--- config.mk ---
export PLATFORM = sky130hd
export DESIGN_NAME = array2d_watch
export DESIGN_NICKNAME = d
export VERILOG_FILES = /design/src/rtl/array2d_pkg.sv /design/src/rtl/array2d_idx_check.sv /design/src/rtl/array2d_watch.sv
export SDC_FILE = /design/constraint.sdc
export NUM_CORES = 1
export LEC_CHECK = 0
export ABC_AREA = 1
export BUFFER_PORTS_ARGS = -buffer_cell sky130_fd_sc_hd__buf_4
export CAP_MARGIN = 20
export CORE_UTILIZATION = 50
export CTS_BUF_LIST = sky130_fd_sc_hd__clkbuf_16
export CTS_CLUSTER_SIZE = 8
export DETAILED_ROUTE_END_ITERATION = 6
export PLACE_DENSITY = 0.79
export SYNTH_ARGS = -nofsm -noshare
export SYNTH_HDL_FRONTEND = slang
export SYNTH_SLANG_ARGS = --single-unit
export TNS_END_PERCENT = 30
--- constraint.sdc ---
create_clock -name clk -period 1.6 [get_ports clk]
set_input_delay 0.16 -clock clk [delete_from_list [all_inputs] [get_ports clk]]
set_output_delay 0.16 -clock clk [all_outputs]
set_load 0.005 [all_outputs]
--- src/rtl/array2d_pkg.sv ---
// Shared sizing and addressing helpers for the 2-D register array and its
// index checkers.
package array2d_pkg;

   function automatic int span(input int lo, input int hi);
      return hi - lo + 1;
   endfunction

   function automatic int depth_of(input int row_lo, input int row_hi,
                                   input int col_lo, input int col_hi);
      return span(row_lo, row_hi) * span(col_lo, col_hi);
   endfunction

   function automatic int addr_width(input int depth);
      return (depth > 1) ? $clog2(depth) : 1;
   endfunction

   function automatic int bit_sel_width(input int width);
      return (width > 1) ? $clog2(width) : 1;
   endfunction

   // Row-major flattening, relative to the lowest legal row and column.
   function automatic int flat_addr(input int row, input int col,
                                    input int row_lo, input int col_lo,
                                    input int cols);
      return (row - row_lo) * cols + (col - col_lo);
   endfunction

endpackage

--- src/rtl/array2d_idx_check.sv ---
// Combinational bounds check and flat-address generation for one row/column
// index pair; the address is forced to 0 whenever the pair is out of range.
module array2d_idx_check
   import array2d_pkg::*;
#(
   parameter int ROW_LO = 0,
   parameter int ROW_HI = 3,
   parameter int COL_LO = 1,
   parameter int COL_HI = 2,
   parameter int IDX_W  = 8,
   parameter int AW     = 3
) (
   input  logic [IDX_W-1:0] row,
   input  logic [IDX_W-1:0] col,
   output logic             in_range,
   output logic [AW-1:0]    addr
);

   localparam int COLS = span(COL_LO, COL_HI);

   int row_i;
   int col_i;

   always_comb begin
      row_i    = int'(row);
      col_i    = int'(col);
      in_range = (row_i >= ROW_LO) && (row_i <= ROW_HI) &&
                 (col_i >= COL_LO) && (col_i <= COL_HI);
      addr     = '0;
      if (in_range) begin
         addr = AW'(flat_addr(row_i, col_i, ROW_LO, COL_LO, COLS));
      end
   end

endmodule

--- src/rtl/array2d_watch.sv ---
// Bounds-checked 2-D register array with a registered read port and a
// saturating transition counter on one selectable element bit.
module array2d_watch
   import array2d_pkg::*;
#(
   parameter int WIDTH  = 8,
   parameter int ROW_LO = 0,
   parameter int ROW_HI = 3,
   parameter int COL_LO = 1,
   parameter int COL_HI = 2,
   parameter int IDX_W  = 8,
   parameter int CNT_W  = 8,
   localparam int BW    = bit_sel_width(WIDTH)
) (
   input  logic             clk,
   input  logic             rst_n,
   input  logic             wr_en,
   input  logic [IDX_W-1:0] wr_row,
   input  logic [IDX_W-1:0] wr_col,
   input  logic [WIDTH-1:0] wr_data,
   output logic             wr_oob,
   input  logic             rd_en,
   input  logic [IDX_W-1:0] rd_row,
   input  logic [IDX_W-1:0] rd_col,
   output logic [WIDTH-1:0] rd_data,
   output logic             rd_valid,
   output logic             rd_oob,
   input  logic [IDX_W-1:0] watch_row,
   input  logic [IDX_W-1:0] watch_col,
   input  logic [BW-1:0]    watch_bit,
   input  logic             cnt_clr,
   output logic [CNT_W-1:0] watch_cnt,
   output logic             watch_pulse
);

   localparam int DEPTH = depth_of(ROW_LO, ROW_HI, COL_LO, COL_HI);
   localparam int AW    = addr_width(DEPTH);
   localparam logic [CNT_W-1:0] CNT_MAX = {CNT_W{1'b1}};

   logic [WIDTH-1:0] mem [DEPTH];

   logic          wr_in_range;
   logic [AW-1:0] wr_addr;
   logic          rd_in_range;
   logic [AW-1:0] rd_addr;
   logic          watch_in_range;
   logic [AW-1:0] watch_addr;

   logic             wr_hit;
   logic [WIDTH-1:0] wr_old;
   logic             watch_hit;

   array2d_idx_check #(
      .ROW_LO(ROW_LO), .ROW_HI(ROW_HI), .COL_LO(COL_LO), .COL_HI(COL_HI),
      .IDX_W(IDX_W), .AW(AW)
   ) u_wr_idx (
      .row(wr_row), .col(wr_col), .in_range(wr_in_range), .addr(wr_addr)
   );

   array2d_idx_check #(
      .ROW_LO(ROW_LO), .ROW_HI(ROW_HI), .COL_LO(COL_LO), .COL_HI(COL_HI),
      .IDX_W(IDX_W), .AW(AW)
   ) u_rd_idx (
      .row(rd_row), .col(rd_col), .in_range(rd_in_range), .addr(rd_addr)
   );

   array2d_idx_check #(
      .ROW_LO(ROW_LO), .ROW_HI(ROW_HI), .COL_LO(COL_LO), .COL_HI(COL_HI),
      .IDX_W(IDX_W), .AW(AW)
   ) u_watch_idx (
      .row(watch_row), .col(watch_col), .in_range(watch_in_range), .addr(watch_addr)
   );

   // A transition is a real in-range write to the watched element whose
   // watched bit differs from the value currently stored there.
   always_comb begin
      wr_hit    = wr_en && wr_in_range;
      wr_old    = mem[wr_addr];
      watch_hit = wr_hit && watch_in_range && (wr_addr == watch_addr) &&
                  (wr_data[watch_bit] != wr_old[watch_bit]);
   end

   always_ff @(posedge clk or negedge rst_n) begin
      if (!rst_n) begin
         for (int i = 0; i < DEPTH; i++) begin
            mem[i] <= '0;
         end
         wr_oob <= 1'b0;
      end else begin
         if (wr_hit) begin
            mem[wr_addr] <= wr_data;
         end
         wr_oob <= wr_en && !wr_in_range;
      end
   end

   // Read-first: the array is sampled before any same-edge write lands.
   always_ff @(posedge clk or negedge rst_n) begin
      if (!rst_n) begin
         rd_data  <= '0;
         rd_valid <= 1'b0;
         rd_oob   <= 1'b0;
      end else if (rd_en) begin
         rd_valid <= 1'b1;
         rd_oob   <= !rd_in_range;
         rd_data  <= rd_in_range ? mem[rd_addr] : '0;
      end else begin
         rd_valid <= 1'b0;
         rd_oob   <= 1'b0;
      end
   end

   // Clear wins over increment, but the pulse still reports the transition.
   always_ff @(posedge clk or negedge rst_n) begin
      if (!rst_n) begin
         watch_cnt   <= '0;
         watch_pulse <= 1'b0;
      end else begin
         watch_pulse <= watch_hit;
         if (cnt_clr) begin
            watch_cnt <= '0;
         end else if (watch_hit && (watch_cnt != CNT_MAX)) begin
            watch_cnt <= watch_cnt + 1'b1;
         end
      end
   end

endmodule

==> Yosys cells after proc, flatten, opt, wreduce, memory -nomap -nowiden <==
Cells that the tools add are included.
{ "totals": {"register_bits": 84, "latchBits": 0, "ram_bits": 0, "mem_bits_ro": 0, "input_bits": 64, "out_inout_bits": 20, "word_cells": 76, "n_memories": 0} }
{ "op_classes": {"add_sub_neg": 7, "mul": 0, "n_div": 0, "n_lt_le_gt_ge": 13, "eq_ne": 3, "n_shift": 0, "mux": 21, "bitwise": 2, "n_reduce_logical": 16} }
{ "ops": {"columns": ["op", "n"], "rows": [
  ["64-bit bitwise mux", 1],
  ["8-bit two-way mux", 8],
  ["8-bit binary-select mux with 3-bit select", 2],
  ["8-bit by 2-bit less-or-equal comparator with 1-bit output (second input constant)", 6],
  ["8-bit demux with 3-bit select", 1],
  ["8-bit by 1-bit greater-or-equal comparator with 1-bit output (second input constant)", 3],
  ["1-bit logical AND", 13],
  ["3-bit adder", 3],
  ["3-bit two-way mux", 3],
  ["3-bit by 1-bit subtractor with 3-bit output (second input constant)", 3],
  ["8-bit by 1-bit adder with 8-bit output (second input constant)", 1],
  ["4-bit greater-or-equal comparator (second input constant)", 2],
  ["8-bit != test (second input constant)", 1],
  ["3-bit NOT with 4-bit output", 2],
  ["1-bit binary-select mux with 3-bit select", 2],
  ["3-bit by 4-bit < comparator with 1-bit output (second input constant)", 1],
  ["4-bit by 1-bit < comparator with 1-bit output (second input constant)", 1],
  ["1-bit two-way mux", 4],
  ["3-bit == test", 1],
  ["1-bit logical NOT", 2],
  ["2-bit nonzero test", 1],
  ["1-bit != test", 1]
]} }

==> Depth between registers and ports, before layout <==
{ "logic_depth": {"ltp_word": 15, "ltp_mapped": 24, "ltp_nobuf": 24} }

==> Hierarchy <==
Synthesis repeated with hierarchy kept, for this count alone.
{ "unflattened": {"cells_unflattened": 770, "hier_area_um2": 5246.3} }
{ "modules_own_cells": {"columns": ["module", "instances", "cells_per_inst", "area_per_inst_um2", "seq_area_each_um2"], "rows": [
  ["array2d_watch", 1, 632, 4645.7, 2102.0],
  ["array2d_idx_check", 3, 46, 200.2, 0.0]
]} }

==> Worst setup path after synthesis <==
Ideal clock, no wire load.
{ "synth_timing": {"path_kind": "in2reg", "from": "input wr_col[1]", "to": "register watch_cnt[0]", "setup_time_ns": 0.065, "arrival_ns": 2.380, "t_required_ns": 1.535, "slack_ns": -0.845, "stages": 24, "path_buffers": 0, "cell_sequence": "inv_1 > ha_1 > inv_1 > ha_1 > inv_1 > nand2_1 > nand2_1 > nand2_1 > nand2_2 > o21ai_1 > nand2_1 > nand2_1 > nand2_1 > nand2_1 > inv_1 > nand2_1 > nand2_1 > nand3_2 > nand2_1 > nand2_2 > nand3_2 > nor2_4 > nand3_1 > nand2_1"} }
{ "synth_between": {"elab_chain_cells": 14, "word_cells_on_any_way": 21, "cone_classes": "add/sub: 2; order compare: 2; eq/ne: 2; mux: 6; bitwise: 1; reduce/logical: 8"} }
{ "synth_rtl": {"columns": ["element", "line_no", "source"], "rows": [
  ["from (decl)", "array2d_watch.sv:19", "input logic [IDX_W-1:0] wr_col,"],
  ["parallel branches: the longest is 11 deep, another holds 3-bit by 1-bit subtractor with 3-bit output", null, null],
  ["1-bit logical AND *", "array2d_watch.sv:79", "watch_hit = wr_hit && watch_in_range && (wr_addr == watch_addr) &&"],
  ["1-bit logical AND *", "array2d_watch.sv:122", "end else if (watch_hit && (watch_cnt != CNT_MAX)) begin"],
  ["2-bit nonzero test (no source line) *", null, null],
  ["to (signal assigned)", "array2d_watch.sv:123", "watch_cnt <= watch_cnt + 1'b1;"],
  ["to (decl)", "array2d_watch.sv:32", "output logic [CNT_W-1:0] watch_cnt,"]
]} }
Mark *: on every way between the ends. The select of a mux whose other input is x is not followed.
A chain may end at the register's enable or synchronous reset.

==> Worst setup path in the final report <==
{ "layout_timing": {"from": "input wr_col[1]", "to": "register watch_cnt[2]"} }
Same word-level chain as after synthesis.

==> metrics.csv <==
metric;value;unit
status;complete, but fails checks;
violations;setup timing;
ys_warn_count;0;
arrival;2.84;ns
portBuffers;83;
power;5.28;mW
maxSlewViolCount;0;
core_area;9910;µm²
rsz0062_at_grt;yes;
routed_via_density;5.82;
avgRoutedWirePerCell;18.7;µm
cts_sinks;84;
drive_above_1_share;35.6;%
synth-main-ff-cell;dfrtp_1;
synth_edf_count;0;
hold_start;wr_en;
ys_top_cells_by_area;dfrtp_1 (40%), nand2_1 (17%), o21ai_0 (8.8%);
die-area;10800;µm²
nets;1026;
antenna_cells;0;
r2r-start;mem[29];
syn_inst;728;
power_density;659;nW/µm²
r2r_slack;-0.44;ns
grt_max_degree;85;
setup_viol;81;
fin_ws;-0.955;ns
hold_path_end;wr_oob;
start_util;52.5;%
syn2layout_area_growth;54.1;%
grt.overflow.total;0;
hold_path_class;input pin to flip-flop;
ys_seq_area_share;40.4;%
peakVddDrop;0.000513;V
syn_area_per_cell;7.15;µm²
crit_chain;buf_8 -> inv_8 -> ha_4 -> inv_2 -> ha_4 -> xnor2_2 -> nand2_1 -> nand2_4 -> clkinvlp_4 -> nor2_4 -> nand3_2 -> nand3_2 -> nor2_2 -> nor2_1 -> nand2_1 -> nand3_2 -> nand2_2 -> nand2_4 -> nand3_4 -> nor2_4 -> buf_12 -> nand3_2 -> nand2_1;
clockRootBuffer;clkbuf_16;
cp_max_fo;8;
maxCapViolations;0;
route.antenna.remaining_nets;0;
crit_type;input pin to flip-flop;
die_w;104;µm
fmax;0.391;GHz
yosys.area.top_type;dfrtp_1;
cp_top_family;simple AND/OR/NAND/NOR gates;
leakage;3.98;nW
synthArstFlopShare;100;%
tritoncts;done;
cts_buffer_depth;2;
drtIter0Drc;593;
finalCritPeriodShare;160;%
path_common_cell;nand3_2;
rr_endpoint;watch_cnt[2];
drtPass1Iterations;6;
start_kind;input pin;
cts_htree_levels;3;
end_kind;flip-flop;
cpPeakStageDelay;0.26;ns
netlist_area;5200;µm²
grt_pass1_vias;6238;
hold_viol;0;
synth_nets;799;
fin_skew;0.00842;ns
placementRows;36;
reg2reg_depth;16;
routed_wirelength;20400;µm
gp_congestion;0.952;
track_usage;35.5;%
period_needed;2.56;ns
worst_pin_slew;0.593;ns
clk_pin_slew_worst_paths;0.06;ns
vias;6351;
synth_top_area_share;40.4;%
drc;0;
synth.distinct_cells;42;
clkLatencyLatePin;0.35;ns
cp_data_required_time;1.89;ns
relSlewSlack;60.4;%
grt_pass1_wl;30200;µm
die_h;104;µm
cp.buffers_inverters;5;
cts_buffers;9;
hold_path_depth;3;
antenna_found_initial;0;
cp_slowest_cell;nor2_4;
design.portCount;84;
hpwl;12900;µm
place_ws;-1.10;ns
synth_seq_cells;84;
==> state kept, by name, summed over array words and instances, names as in the netlist <==
register	flops
mem	64
rd_data	8
watch_cnt	8
rd_oob	1
rd_valid	1
watch_pulse	1
wr_oob	1
==> logic make-up after synthesis <==
| kind of cell | count (synthesis) | synth area share, % |
|---|---|---|
| flip-flops | 84 | 40.4 |
| AND/OR/NAND/NOR | 377 | 32.6 |
| buffers and inverters | 104 | 7.74 |
| adder cells (fa/ha/maj) | 7 | 1.68 |
| AO/OA/AOI/OAI | 140 | 14.9 |
| XOR/XNOR | 16 | 2.69 |
==> synth_stat cells, types with 3 or more instances <==
cell type    n
o21ai_1      3
or2_2        4
xnor2_1      6
clkbuf_1    17
a32o_1       4
nand2_1    237
a21oi_1     23
ha_1         7
nor4_1       6
o211ai_1     3
o2bb2ai_1    4
inv_1       79
nand3_1     51
nor2_1      44
nand3_2      4
buf_2        4
o21ai_0     91
nand4_1     11
nand2_2      4
nor2_4       3
xor2_1      10
nor2_8       3
dfrtp_1     84
==> layer usage <==
metal / part of all wire, % / global-route usage [%] / vias up
met1: 38 / 43.3 / 2952
met4: 5.4 / 16.8 / 0
met2: 46 / 58.6 / 435
li1: - / - / 2838
met5: 0 / 0 / -
met3: 11 / 9.34 / 126
==> cells in the final DEF (no fill, tap or decap), types with 3 or more instances in the layout <==
cell type    n
o21ai_1     32
nand2_1    226
xor2_1       9
a21oi_2      7
nand2_4      5
ha_1         3
inv_2        4
nor2_1      39
o211ai_1     3
nand3_1     33
nand4_1     11
nand3_4      4
nand2_2     11
nand3_2     20
nor4_1       5
a21oi_1     16
nor2_4       8
or2_4        4
clkbuf_16    9
inv_1       70
inv_8        3
buf_4      202
dfrtp_1     84
o21ai_0     60
nor2_8       3
xnor2_1      4
a32o_1       4
nor2_2       3
o2bb2ai_1    4
buf_6       17
buf_12       9
ha_4         4
buf_8        5
==> final cells by class <==
class                   instances  area (µm²)
flip-flops and latches         84        2100
fillers                       615        1890
repair buffers                237        2020
multi-input cells             541        3080
well taps                     133         166
clock buffers                   9         225
inverters                      82         350
clock inverters                 6        81.3
==> report_power, final <==
group	switching (mW)	internal, mW	total, mW	leakage (nW)
combinational	0.474	0.431	0.904	2.65
sequential	0.00146	2.13	2.13	1.17
clock	0.901	1.35	2.25	0.154
total	1.38	3.91	5.28	3.98
==> tightest hold or removal path, cell delays in order <==
cell	delay [ns]
buf_4	0.12
inv_1	0.06
nor2_1	0.05
==> stage by stage <==
| stage | cell area [µm²] | TNS (ns) | cells | hold slack, ns | util (%) |
|---|---|---|---|---|---|
| finish | 8020 | -23.79 | 1092 | 0.0807 | 80.9 |
| global route | 8020 | -30.56 | 1092 | 0.0854 | 80.9 |
| CTS | 7810 | -9.97 | 1083 | 0.0784 | 78.8 |
| detailed placement | 7120 | -43.21 | 1056 | 0.232 | 71.8 |
| global placement | 7120 | -38.00 | 1056 | 0.230 | 71.8 |
| floorplan | 5360 | -21.17 | 728 | -0.136 | - |
==> worst max path at each step <==
stage              start      endpoint  slack [ns]  cells past startpoint
2_1_floorplan  wr_row[0]  watch_cnt[0]       -0.75                     21
3_3_place_gp   wr_col[1]  watch_cnt[0]       -1.03                     24
3_5_place_dp   wr_col[1]  watch_cnt[2]       -1.10                     22
4_1_cts        wr_col[1]  watch_cnt[1]       -0.79                     24
5_1_grt        wr_col[1]  watch_cnt[3]       -1.18                     23
6_report       wr_col[1]  watch_cnt[2]       -0.96                     23
==> timing repair <==
item / in CTS / in global routing
pin swaps: 38 / 25
hold buffers: 2 / 0
cloned: 2 / 1
hold endpoints to repair: 85 / 0
gates resized for setup: 67 / 51
endpoints found under the setup margin: 81 / 81
buffers inserted: 8 / 8
Power figures use the tool's default switching activity.
